--- src/rtl/sync_fifo_param.sv ---
// sync_fifo_param: single-clock FIFO with occupancy count, programmable almost flags,
// overflow/underflow pulses and optional first-word-fall-through read.
module sync_fifo_param #(
   parameter int DATA_W   = 32,
   parameter int DEPTH    = 8,
   parameter int AF_LEVEL = DEPTH - 1,
   parameter int AE_LEVEL = 1,
   parameter int FWFT     = 0
) (
   input  logic                      clk,
   input  logic                      reset,
   input  logic                      we,
   input  logic [DATA_W-1:0]         data_in,
   input  logic                      re,
   output logic [DATA_W-1:0]         data_out,
   output logic                      full,
   output logic                      empty,
   output logic                      almost_full,
   output logic                      almost_empty,
   output logic [$clog2(DEPTH):0]    count,
   output logic                      overflow,
   output logic                      underflow
);
   localparam int AW = $clog2(DEPTH);
   localparam int CW = AW + 1;
   localparam logic [CW-1:0] AF = CW'(AF_LEVEL);
   localparam logic [CW-1:0] AE = CW'(AE_LEVEL);
   logic [DATA_W-1:0] mem [DEPTH];
   logic [AW:0] wptr, rptr, wptr_n, rptr_n, count_n;
   logic rd_ok, wr_ok;
   // a full FIFO still accepts a write when a read frees the slot on the same edge
   always_comb begin
      rd_ok   = re & ~empty;
      wr_ok   = we & (~full | rd_ok);
      wptr_n  = wptr + CW'(wr_ok);
      rptr_n  = rptr + CW'(rd_ok);
      count_n = wptr_n - rptr_n;
   end
   always_ff @(posedge clk or negedge reset)
      if (!reset) begin
         wptr         <= '0;
         rptr         <= '0;
         count        <= '0;
         empty        <= 1'b1;
         full         <= 1'b0;
         almost_full  <= (AF == '0);
         almost_empty <= 1'b1;
         overflow     <= 1'b0;
         underflow    <= 1'b0;
      end else begin
         wptr         <= wptr_n;
         rptr         <= rptr_n;
         count        <= count_n;
         empty        <= (wptr_n == rptr_n);
         full         <= (wptr_n[AW] != rptr_n[AW]) && (wptr_n[AW-1:0] == rptr_n[AW-1:0]);
         almost_full  <= (count_n >= AF);
         almost_empty <= (count_n <= AE);
         overflow     <= we & ~wr_ok;
         underflow    <= re & ~rd_ok;
      end
   always_ff @(posedge clk)
      if (wr_ok) mem[wptr[AW-1:0]] <= data_in;
   generate
      if (FWFT != 0) begin : g_fwft
         assign data_out = mem[rptr[AW-1:0]];
      end else begin : g_reg
         always_ff @(posedge clk or negedge reset)
            if (!reset) data_out <= '0;
            else if (rd_ok) data_out <= mem[rptr[AW-1:0]];
      end
   endgenerate
endmodule

--- config.mk ---
export PLATFORM = sky130hd
export DESIGN_NAME = sync_fifo_param
export DESIGN_NICKNAME = d
export VERILOG_FILES = /design/src/rtl/sync_fifo_param.sv
export SDC_FILE = /design/constraint.sdc
export NUM_CORES = 1
export LEC_CHECK = 0
export BUFFER_PORTS_ARGS = -buffer_cell sky130_fd_sc_hd__buf_2
export CORE_ASPECT_RATIO = 1.1
export CORE_MARGIN = 5
export CORE_UTILIZATION = 64
export CTS_CLUSTER_SIZE = 12
export DETAILED_ROUTE_END_ITERATION = 16
export PLACE_DENSITY = 0.84
export SYNTH_ARGS = -nofsm -noshare
export SYNTH_HDL_FRONTEND = slang
export SYNTH_SLANG_ARGS = --single-unit
export TNS_END_PERCENT = 10
--- constraint.sdc ---
create_clock -name clk -period 8.4 [get_ports clk]
set_input_delay 0.42 -clock clk [delete_from_list [all_inputs] [get_ports clk]]
set_output_delay 0.42 -clock clk [all_outputs]
set_load 0.02 [all_outputs]
==> results.txt <==
----------------------------------------------------
[Routing]
  Average wire per standard cell ... 23.1 um
  Antenna Violating Nets Remaining ... 0
  Via count of the routed design ... 6356
  DRC errors left ... 0
  DRC marker count from the first detailed-route iteration ... 587
  Pre-antenna DRT Iters ... 5
  Total routed wirelength ... 24200 um
  Drt via density ... 6.08

[STA]
  Clock tree skew after final layout ... 14.5 ps
  Maximum achievable frequency ... 326 MHz
  Max transition margin ... 23.1%
  Final Critical Period ... 3070 ps
  Final critical-path share of the clock period ... 36.5%
  RSZ-0062 raised after global routing ... no
  Final setup violation count ... 0
  Number of max-slew violations in the final report ... 0
  Worst hold slack ... 41.2 ps
  Sum Neg Setup Slack ... 0 ps
  Least-Margin Pin Slew ... 1150 ps
  Endpoints failing hold ... 0

[Power]
  Leakage ... 0.00508 uW
  Overall power after layout ... 4820 uW
  Peak ir drop on the vdd network ... 0.219 mV
  Power density of the placed cells ... 363 nW/um2

[Status]
  Result of the run ... finished, final reports clean

[Finish]
  # nets final ... 826
  Layout cell share with drive strength beyond 1 ... 17.6%
  Final Util ... 72.8%
  Area grow syn2layout ... 12.7%
  Commonest non-fill, non-tap cells in the layout ... 256 x sky130_fd_sc_hd__edfxtp_1, 129 x sky130_fd_sc_hd__mux2i_1, 77 x sky130_fd_sc_hd__buf_2
  Commonest non-fill, non-tap cell in the layout ... sky130_fd_sc_hd__edfxtp_1

[Synthesis]
  Library cell occupying the most area in the post-synthesis netlist ... sky130_fd_sc_hd__edfxtp_1
  Portion of the post-synthesis area used by sequential elements ... 76.0%
  Area share of the largest cell type after synthesis ... 65.4%
  Net Count, Synth ... 739
  Synthesized flop and latch total ... 306
  Total standard cell area after synthesis ... 11800 um2
  Distinct cell type count of the synthesized netlist ... 32
  Average cell area after synthesis ... 16.9 um2
  Total number of yosys warnings ... 0
  Cell count after synthesis ... 694
  Top area cells in the synthesized netlist ... sky130_fd_sc_hd__edfxtp_1 65%, sky130_fd_sc_hd__mux2i_1 11%, sky130_fd_sc_hd__dfrtp_1 10%

[Global route]
  Global-route wire length before repair ... 38100 um
  Overall global routing resource usage ... 23.1%
  Via count of the first global-routing pass ... 6845
  Initial antenna violation count ... 1
  Remaining global-route overflow ... 0
  Maximum number of pins on one net before global-route repair ... 69

[Critical path]
  Launching element type of the critical path ... flop
  Endpoint class of the critical path ... flop
  Reg-to-reg startpoint ... rptr[1]
  Data required time at the worst endpoint ... 8810 ps
  CP Launch Point ... rptr[1]
  Worst reg2reg setup slack ... 5330 ps
  Critical setup path kind ... flop to flop
  Crit path DAT ... 3480 ps
  Largest fanout of any net on the critical path ... 68

[Job]
  Max-capacitance violation count ... 0

[Min path]
  Worst hold path class ... input pin to asynchronous set/reset pin

[Floorplan]
  Starting density of the core ... 64.6%
  Placement row count ... 52
  Full die area ... 21200 um2
  Area inside the core boundary ... 18200 um2
  Die Span Y ... 152 um
  Width of the die ... 139 um
  Top-Level Pins ... 78

[Clock network]
  Cell at the root of the clock tree ... sky130_fd_sc_hd__clkbuf_16
  Clk pin slew, worst setup/hold paths ... 60 ps
  Gates resized, CTS repair ... 0
  Max Root-Sink Buffers ... 3
  Clk_lat worst skew ... 540 ps
  TritonCTS sink count ... 306
  Number of buffers created by CTS ... 29
  Setup Buffers After CTS ... 0
  Hold-fix buffer count after cts ... 0
  Total number of H-tree levels ... 1
  TritonCTS clock tree ... yes

[Placement]
  Placed wire-length estimate after detailed placement ... 12400 um
  Quantity of I/O buffers inserted on ports ... 77
  Routability-driven placement congestion ratio ... 0.804

----------------------------------------------------
==> where the power goes <==
part           switching, uW  internal, uW  leakage, uW
Combinational            930           586      0.00178
Clock                    497           640     0.000384
Sequential               200          1960      0.00292
==> path summary, 6_finish.rpt <==
path / endpoint / cells past startpoint
min reg2reg: data_out[23] / 2
min: data_out[22] / 2
max in group asynchronous: rptr[1] / 2
max reg2reg: data_out[2] / 5
min in group clk: underflow / 2
max: data_out[2] / 5
==> kinds of logic (layout without fill, tap and decap cells) <==
| logic type | after synthesis | count (layout) | synth area share [%] |
|---|---|---|---|
| DFF | 306 | 306 | 76.0 |
| muxes | 130 | 130 | 11.1 |
| and+or+nand+nor | 127 | 127 | 4.79 |
| AOI/OAI and AO/OA | 69 | 69 | 4.34 |
| buffers and inverters | 46 | 153 | 1.91 |
| adders and majority gates | 9 | 9 | 1.02 |
| xor gates and xnor gates | 7 | 7 | 0.809 |
| other | 0 | 1 | 0 |
==> state kept, by name (all words and copies together) (netlist names) <==
name and flops:
almost_empty 1, almost_full 1, count 4, data_out 32, empty 1, full 1
mem 256, overflow 1, rptr 4, underflow 1, wptr 4
==> per-stage QoR <==
stage / area, um2 / worst slack (ps) / cells
detailed placement: 12400 / 5370 / 993
finish: 13300 / 5330 / 1045
floorplan: 11800 / 4700 / 694
global placement: 12400 / 5510 / 993
CTS: 13300 / 5330 / 1044
global route: 13300 / 5140 / 1044
==> cell type report <==
cell class | instances | area (um2)
timing repair buffer | 93 | 505
sequential | 306 | 8940
fill | 1089 | 4960
antenna | 1 | 2.50
clock inverter | 2 | 7.51
multi-input combinational | 342 | 2660
clock buffer | 49 | 801
tap | 243 | 304
inverter | 9 | 33.8
==> synthesized netlist by cell type <==
master and instances:
sky130_fd_sc_hd__and2_1 2, sky130_fd_sc_hd__nand3_2 1, sky130_fd_sc_hd__inv_1 9, sky130_fd_sc_hd__o21a_1 1
sky130_fd_sc_hd__nor2b_1 3, sky130_fd_sc_hd__edfxtp_1 256, sky130_fd_sc_hd__o21ai_0 1, sky130_fd_sc_hd__nand2b_1 3
sky130_fd_sc_hd__a22oi_1 64, sky130_fd_sc_hd__xnor2_4 1, sky130_fd_sc_hd__or2b_1 1, sky130_fd_sc_hd__nor2_1 9
sky130_fd_sc_hd__xor2_1 3, sky130_fd_sc_hd__xnor2_2 2, sky130_fd_sc_hd__buf_4 11, sky130_fd_sc_hd__buf_2 9
sky130_fd_sc_hd__clkbuf_1 14, sky130_fd_sc_hd__buf_1 3, sky130_fd_sc_hd__ha_1 8, sky130_fd_sc_hd__dfstp_2 2
sky130_fd_sc_hd__xnor2_1 1, sky130_fd_sc_hd__nand3_1 34, sky130_fd_sc_hd__and4_1 1, sky130_fd_sc_hd__fa_1 1
sky130_fd_sc_hd__a21boi_1 1, sky130_fd_sc_hd__and3_1 1, sky130_fd_sc_hd__mux2_4 1, sky130_fd_sc_hd__a21oi_1 2
sky130_fd_sc_hd__mux2i_1 129, sky130_fd_sc_hd__dfrtp_1 48, sky130_fd_sc_hd__nand2_1 67, sky130_fd_sc_hd__nor3_1 5
==> per-layer routing <==
metal	routed length [um]	GRT usage, %
met1	9090	30.1
met4	635	8.57
met2	12400	39.1
met5	7	0
met3	2080	4.27
==> worst max-delay path: stages, from the launching register on <==
cell and delay (ps):
sky130_fd_sc_hd__dfrtp_4 1100, sky130_fd_sc_hd__buf_4 1010, sky130_fd_sc_hd__mux2i_1 340, sky130_fd_sc_hd__a22oi_1 130
sky130_fd_sc_hd__nand3_1 160, sky130_fd_sc_hd__nand2_1 70
Note: power is estimated with default switching activity, not from simulation.
